==> src/rtl/count_monitor_if.sv <==
// Signal bundle between an upstream 4-bit up/down counter and its monitor.
// The master side drives the counter observation and control inputs.
// The slave side (the monitor) returns the step, wrap, error and alarm status.
interface count_monitor_if #(
  parameter int WRAP_W = 8
);
  logic [3:0]        Count;
  logic              UpOrDown;
  logic              CntClr;
  logic              AlarmClr;
  logic              Step;
  logic              StepUp;
  logic              Wrap;
  logic [WRAP_W-1:0] WrapCount;
  logic              Glitch;
  logic              Mismatch;
  logic              Alarm;
  logic [1:0]        State;

  modport master (
    output Count, UpOrDown, CntClr, AlarmClr,
    input  Step, StepUp, Wrap, WrapCount, Glitch, Mismatch, Alarm, State
  );

  modport slave (
    input  Count, UpOrDown, CntClr, AlarmClr,
    output Step, StepUp, Wrap, WrapCount, Glitch, Mismatch, Alarm, State
  );
endinterface

==> src/rtl/count_monitor.sv <==
// Watches a 4-bit up/down counter and classifies each new sample against the
// previous one as hold, legal step (with wrap detection) or illegal jump.
// It also flags steps that go against the commanded direction.
// Glitches and direction mismatches accumulate in a saturating error counter.
// When that counter reaches ERR_TH, a sticky ALARM state is entered and held
// until AlarmClr. Every output is registered with one cycle of latency.
module count_monitor #(
  parameter int WRAP_W = 8,
  parameter int ERR_TH = 3
) (
  input logic             Clk,
  input logic             reset,
  count_monitor_if.slave  mon
);

  typedef enum logic [1:0] {
    IDLE  = 2'b00,
    TRACK = 2'b01,
    ALARM = 2'b10
  } state_t;

  localparam logic [3:0] ERR_TH_C = 4'(ERR_TH);

  state_t            state_q, state_d;
  logic [3:0]        prev_q;
  logic [3:0]        delta;
  logic              is_up, is_down;
  logic [3:0]        err_cnt_q, err_cnt_d;
  logic [WRAP_W-1:0] wrap_cnt_q, wrap_cnt_d;
  logic              step_q, step_d;
  logic              step_up_q, step_up_d;
  logic              wrap_q, wrap_d;
  logic              glitch_q, glitch_d;
  logic              mismatch_q, mismatch_d;
  logic              alarm_q;

  // Modulo-16 difference between the new sample and the previous one.
  // The 4-bit subtraction wraps naturally, so 1 is an up step and 15 is a down step.
  assign delta   = mon.Count - prev_q;
  assign is_up   = (delta == 4'd1);
  assign is_down = (delta == 4'hF);

  // Event classification and wrap counting for the current sample.
  // NOTE: every signal assigned in this block receives a default first, so
  // no path through the branches can leave a value held and infer a latch.
  always_comb begin
    step_d     = 1'b0;
    wrap_d     = 1'b0;
    glitch_d   = 1'b0;
    mismatch_d = 1'b0;
    step_up_d  = step_up_q;
    wrap_cnt_d = wrap_cnt_q;
    if (mon.CntClr) begin
      // A forced clear is a legitimate discontinuity, so it is never flagged as an event.
      wrap_cnt_d = '0;
    end else if (state_q != IDLE) begin
      if (is_up || is_down) begin
        step_d     = 1'b1;
        step_up_d  = is_up;
        mismatch_d = (is_up != mon.UpOrDown);
        wrap_d     = is_up ? (prev_q == 4'hF) : (prev_q == 4'h0);
        if (wrap_d && (wrap_cnt_q != '1)) begin
          wrap_cnt_d = wrap_cnt_q + 1'b1;
        end
      end else if (delta != 4'd0) begin
        glitch_d = 1'b1;
      end
    end
  end

  // Saturating error counter. AlarmClr takes priority over a coincident error.
  always_comb begin
    err_cnt_d = err_cnt_q;
    if (mon.AlarmClr) begin
      err_cnt_d = 4'd0;
    end else if ((glitch_d || mismatch_d) && (err_cnt_q < ERR_TH_C)) begin
      err_cnt_d = err_cnt_q + 4'd1;
    end
  end

  // Next-state logic.
  // IDLE only primes PrevCount.
  // TRACK escalates once the error count reaches the threshold.
  // ALARM is sticky until AlarmClr.
  always_comb begin
    state_d = state_q;
    unique case (state_q)
      IDLE:    state_d = TRACK;
      TRACK:   if (!mon.AlarmClr && (err_cnt_d == ERR_TH_C)) state_d = ALARM;
      ALARM:   if (mon.AlarmClr) state_d = TRACK;
      default: state_d = IDLE;
    endcase
  end

  // State register with synchronous reset.
  // NOTE: sequential state uses non-blocking assignments, so every flop samples
  // the pre-edge values and evaluation order between blocks cannot matter.
  always_ff @(posedge Clk) begin
    if (reset) begin
      state_q <= IDLE;
    end else begin
      state_q <= state_d;
    end
  end

  // Datapath and output registers.
  always_ff @(posedge Clk) begin
    if (reset) begin
      prev_q     <= 4'd0;
      err_cnt_q  <= 4'd0;
      wrap_cnt_q <= '0;
      step_q     <= 1'b0;
      step_up_q  <= 1'b1;
      wrap_q     <= 1'b0;
      glitch_q   <= 1'b0;
      mismatch_q <= 1'b0;
      alarm_q    <= 1'b0;
    end else begin
      prev_q     <= mon.Count;
      err_cnt_q  <= err_cnt_d;
      wrap_cnt_q <= wrap_cnt_d;
      step_q     <= step_d;
      step_up_q  <= step_up_d;
      wrap_q     <= wrap_d;
      glitch_q   <= glitch_d;
      mismatch_q <= mismatch_d;
      alarm_q    <= (state_d == ALARM);
    end
  end

  assign mon.Step      = step_q;
  assign mon.StepUp    = step_up_q;
  assign mon.Wrap      = wrap_q;
  assign mon.WrapCount = wrap_cnt_q;
  assign mon.Glitch    = glitch_q;
  assign mon.Mismatch  = mismatch_q;
  assign mon.Alarm     = alarm_q;
  assign mon.State     = state_q;

endmodule
==> src/flat_wrapper.sv <==
// flat-port wrapper written by rule: the top's interface ports become plain ports
module count_monitor_flat 
#(
  parameter int WRAP_W = 8,
  parameter int ERR_TH = 3
)
  (Clk, reset, mon_Count, mon_UpOrDown, mon_CntClr, mon_AlarmClr, mon_Step, mon_StepUp, mon_Wrap, mon_WrapCount, mon_Glitch, mon_Mismatch, mon_Alarm, mon_State);
  count_monitor_if #(.WRAP_W(WRAP_W)) mon_i ();
  input logic Clk;
  input logic reset;
  input wire logic [$bits(mon_i.Count)-1:0] mon_Count;
  input wire logic [$bits(mon_i.UpOrDown)-1:0] mon_UpOrDown;
  input wire logic [$bits(mon_i.CntClr)-1:0] mon_CntClr;
  input wire logic [$bits(mon_i.AlarmClr)-1:0] mon_AlarmClr;
  output wire logic [$bits(mon_i.Step)-1:0] mon_Step;
  output wire logic [$bits(mon_i.StepUp)-1:0] mon_StepUp;
  output wire logic [$bits(mon_i.Wrap)-1:0] mon_Wrap;
  output wire logic [$bits(mon_i.WrapCount)-1:0] mon_WrapCount;
  output wire logic [$bits(mon_i.Glitch)-1:0] mon_Glitch;
  output wire logic [$bits(mon_i.Mismatch)-1:0] mon_Mismatch;
  output wire logic [$bits(mon_i.Alarm)-1:0] mon_Alarm;
  output wire logic [$bits(mon_i.State)-1:0] mon_State;
  assign mon_i.Count = mon_Count;
  assign mon_i.UpOrDown = mon_UpOrDown;
  assign mon_i.CntClr = mon_CntClr;
  assign mon_i.AlarmClr = mon_AlarmClr;
  assign mon_Step = mon_i.Step;
  assign mon_StepUp = mon_i.StepUp;
  assign mon_Wrap = mon_i.Wrap;
  assign mon_WrapCount = mon_i.WrapCount;
  assign mon_Glitch = mon_i.Glitch;
  assign mon_Mismatch = mon_i.Mismatch;
  assign mon_Alarm = mon_i.Alarm;
  assign mon_State = mon_i.State;
  count_monitor #(.WRAP_W(WRAP_W), .ERR_TH(ERR_TH)) u_core (.Clk(Clk), .reset(reset), .mon(mon_i));
endmodule
==> config.mk <==
export PLATFORM = sky130hd
export DESIGN_NAME = count_monitor_flat
export DESIGN_NICKNAME = d
export VERILOG_FILES = /design/src/rtl/count_monitor_if.sv /design/src/rtl/count_monitor.sv /design/src/flat_wrapper.sv
export SDC_FILE = /design/constraint.sdc
export NUM_CORES = 1
export LEC_CHECK = 0
export CAP_MARGIN = 25
export CORE_AREA = 2 2 58 60
export DETAILED_ROUTE_END_ITERATION = 8
export DIE_AREA = 0 0 60 62
export PLACE_DENSITY = 0.73
export RECOVER_POWER = 25
export SLEW_MARGIN = 10
export SYNTH_ARGS = -nofsm -noshare
export SYNTH_HDL_FRONTEND = slang
export SYNTH_SLANG_ARGS = --single-unit
==> constraint.sdc <==
create_clock -name Clk -period 3.02 [get_ports Clk]
set_input_delay 0.906 -clock Clk [delete_from_list [all_inputs] [get_ports Clk]]
set_output_delay 0.906 -clock Clk [all_outputs]
set_load 0.005 [all_outputs]
==> impl_metrics.ini <==
[logic_synthesis]
synth_most_common_cell = dfxtp_1
async_flop_share_pct = 0
synth_edf_count = 0
syn-num-nets = 145
synth-main-ff-cell = dfxtp_1
netlist.area_leader.share_pct = 39.8
ys_types = 42
ys_seq_area_share_pct = 39.8
netlist_area_um2 = 1210
synthCells = 130
synth_area_leaders = dfxtp_1, nor2_1, ha_1, mux2i_1, a21oi_1
syn_area_per_cell_um2 = 9.29
ys_ff_latch = 24
yosys-top-cells-count = dfxtp_1, nor2_1, inv_1
synth.largest_area_cell = dfxtp_1
yosysWarningCount = 0

[global_route]
met1_usage_pct = 18.9
grt_pass1_vias = 1125
grt_use_met2_pct = 32.1
grt_usage_pct = 16.8
grt_overflow_total = 0
antenna_found_initial = 0
grt_util_met3_pct = 3.31
grt_first_pass_wirelength_um = 4820
grt.busiest_layer = met2
grt_start_max_net_pins = 14

[sta]
period_needed_ps = 2900
layout_setup_ws_ps = 120
fmax_mhz = 345
max_slew_margin_pct = 63.4
finalHoldViolCount = 0
setup_viol = 0
fin_skew_ps = 6.35
grt_setup_unrepaired = no
finalSetupTns_ps = 0
post-route-period-util_pct = 96.0
slew_violations = 0
hold_ws_ps = 511
tightest_slew_ps = 542

[detailed_routing]
wl_per_cell_um = 13.4
ant_nets = 0
dr_total_vias = 1120
drtPass1Iterations = 4
route.detailed.drc = 0
initialDrtViolationCount = 65
routed_wl_um = 2930
routed_via_density = 5.14

[pwr]
leakage_nw = 0.630
peakVddDrop_v = 0.000247
cellPowerDensity_nw_per_um2 = 363

[placement]
preCtsSetupSlack_ps = -627
placed_area_um2 = 1570
port_buffers = 24
dp_hpwl_um = 2170
gp_congestion = 0.776

[die]
initial_core_util_pct = 38.0
die_y_um = 62
die_x_um = 60
core-area_um2 = 3180
rows = 21
io_pins = 25
dieArea_um2 = 3720

[layout]
final_nets = 188
diodes = 0
area_growth_pct = 42.3
finalInstanceArea_um2 = 1720
layout-drive-gt1-share_pct = 21.5
final_util_pct = 54.0

[worst_setup_path]
crit_required_ps = 3280
r2r_cells = 9
r2r-start = u_core.prev_q[0]
start_kind = input pin
reg2reg_setup_slack_ps = 540
r2r_end = u_core.mon.WrapCount[6]
arrival_ps = 3160
path_max_fanout = 6
critPathKind = in -> reg
endpoint_kind = flop

[status]
status = completed

[cts]
cts_root_buf = clkbuf_4
path_clk_slew_ps = 140
htreeDepth = 1
clockBufferDepth = 2
holdBufCountCts = 0
clk_latency_ps = 310
cts_tree = yes
numCtsBuffers = 3
clkSinkCount = 24

[worst_hold_path]
hold_path_startpoint = u_core.mon.WrapCount[6]
hp-class = reg -> reg
min_to = u_core.mon.WrapCount[6]
min_path_cells = 2

[job]
max_cap_violations = 0
logic make-up (layout without fill, tap and decap cells):
logic type,count (synthesis),in the layout,share of synthesized area [%]
simple gates,59,59,28.3
buf+inv,10,51,3.73
compound gates,23,24,14.5
fa+ha+maj,6,6,6.84
flops,24,24,39.8
xor+xnor,4,4,3.52
mux,4,4,3.32
per-layer routing:
metal,part of all wire (%),wire (µm)
met5,0,0
met4,0.75,22
met2,54,1600
met1,40,1190
met3,4.3,126
state kept, by name (all words and copies together) (netlist names):
name and cells:
u_core.prev_q 4, u_core.mon.Wrap 1, u_core.mon.Step 1, u_core.mon.State 2, u_core.mon.Glitch 1, u_core.mon.Mismatch 1
u_core.mon.Alarm 1, u_core.mon.WrapCount 8, u_core.err_cnt_q 4, u_core.mon.StepUp 1
placed cells by master, fill, tap and decap left out, types with 2 or more instances in the layout:
| cell | instances |
|---|---|
| a21oi_1 | 6 |
| a32o_1 | 2 |
| and2_0 | 2 |
| buf_4 | 13 |
| clkbuf_4 | 3 |
| clkdlybuf4s50_1 | 17 |
| dfxtp_1 | 24 |
| dlygate4sd2_1 | 2 |
| dlygate4sd3_1 | 4 |
| ha_1 | 3 |
| ha_4 | 2 |
| inv_1 | 6 |
| inv_2 | 2 |
| mux2i_1 | 4 |
| nand2_1 | 7 |
| nand3_1 | 3 |
| nand3b_1 | 2 |
| nor2_1 | 17 |
| nor2b_1 | 2 |
| nor3_1 | 7 |
| nor4_4 | 2 |
| o211ai_1 | 2 |
| o21ai_0 | 4 |
| o21ai_4 | 2 |
| or3_1 | 3 |
| or3_4 | 2 |
| or4_1 | 4 |
| xor2_2 | 2 |
critical path, stage by stage:
cell and delay (ps):
clkdlybuf4s15_1 170, inv_2 50, ha_4 160, fa_2 340, xor2_2 160, or3_4 430
nor4_4 140, buf_4 170, o21ai_4 70, or4_1 420, a21oi_1 140
cell type report:
class	count	area [µm²]
Clock buffer	4	36.3
Timing Repair Buffer	39	350
Tap cell	46	57.6
Inverter	8	30.0
Fill cell	307	1460
Sequential cell	24	480
Multi-Input combinational cell	97	763
timing repair:
item                                    in CTS  in global routing
pin swaps                                    9                  9
endpoints found under the setup margin      13                 10
buffers inserted                             5                  0
hold endpoints to repair                     0                  0
gates resized for setup                     14                  4
cloned                                       1                  0
metrics by stage:
step	power, mW	instances
finish	0.623	218
CTS	0.626	218
detailed placement	0.442	208
floorplan	0.396	130
global route	0.651	218
global placement	0.437	208
report_power, final:
group / internal (mW) / switching [mW] / leakage (nW)
combinational: 0.0597 / 0.0634 / 0.414
clock: 0.0736 / 0.0985 / 0.0210
sequential: 0.323 / 0.00535 / 0.195
worst max-delay path by stage:
| stage | slack [ps] | endpoint | from |
|---|---|---|---|
| finish | 120 | u_core.mon.WrapCount[6] | mon_Count[0] |
| global route | 3 | u_core.mon.WrapCount[6] | mon_Count[0] |
| floorplan | 8 | u_core.mon.Alarm | mon_Count[0] |
| global placement | -530 | u_core.mon.WrapCount[3] | mon_Count[0] |
| detailed placement | -630 | u_core.mon.WrapCount[3] | mon_Count[0] |
| CTS | 3 | u_core.mon.WrapCount[6] | mon_Count[0] |
(Power assumes the default switching activity.)
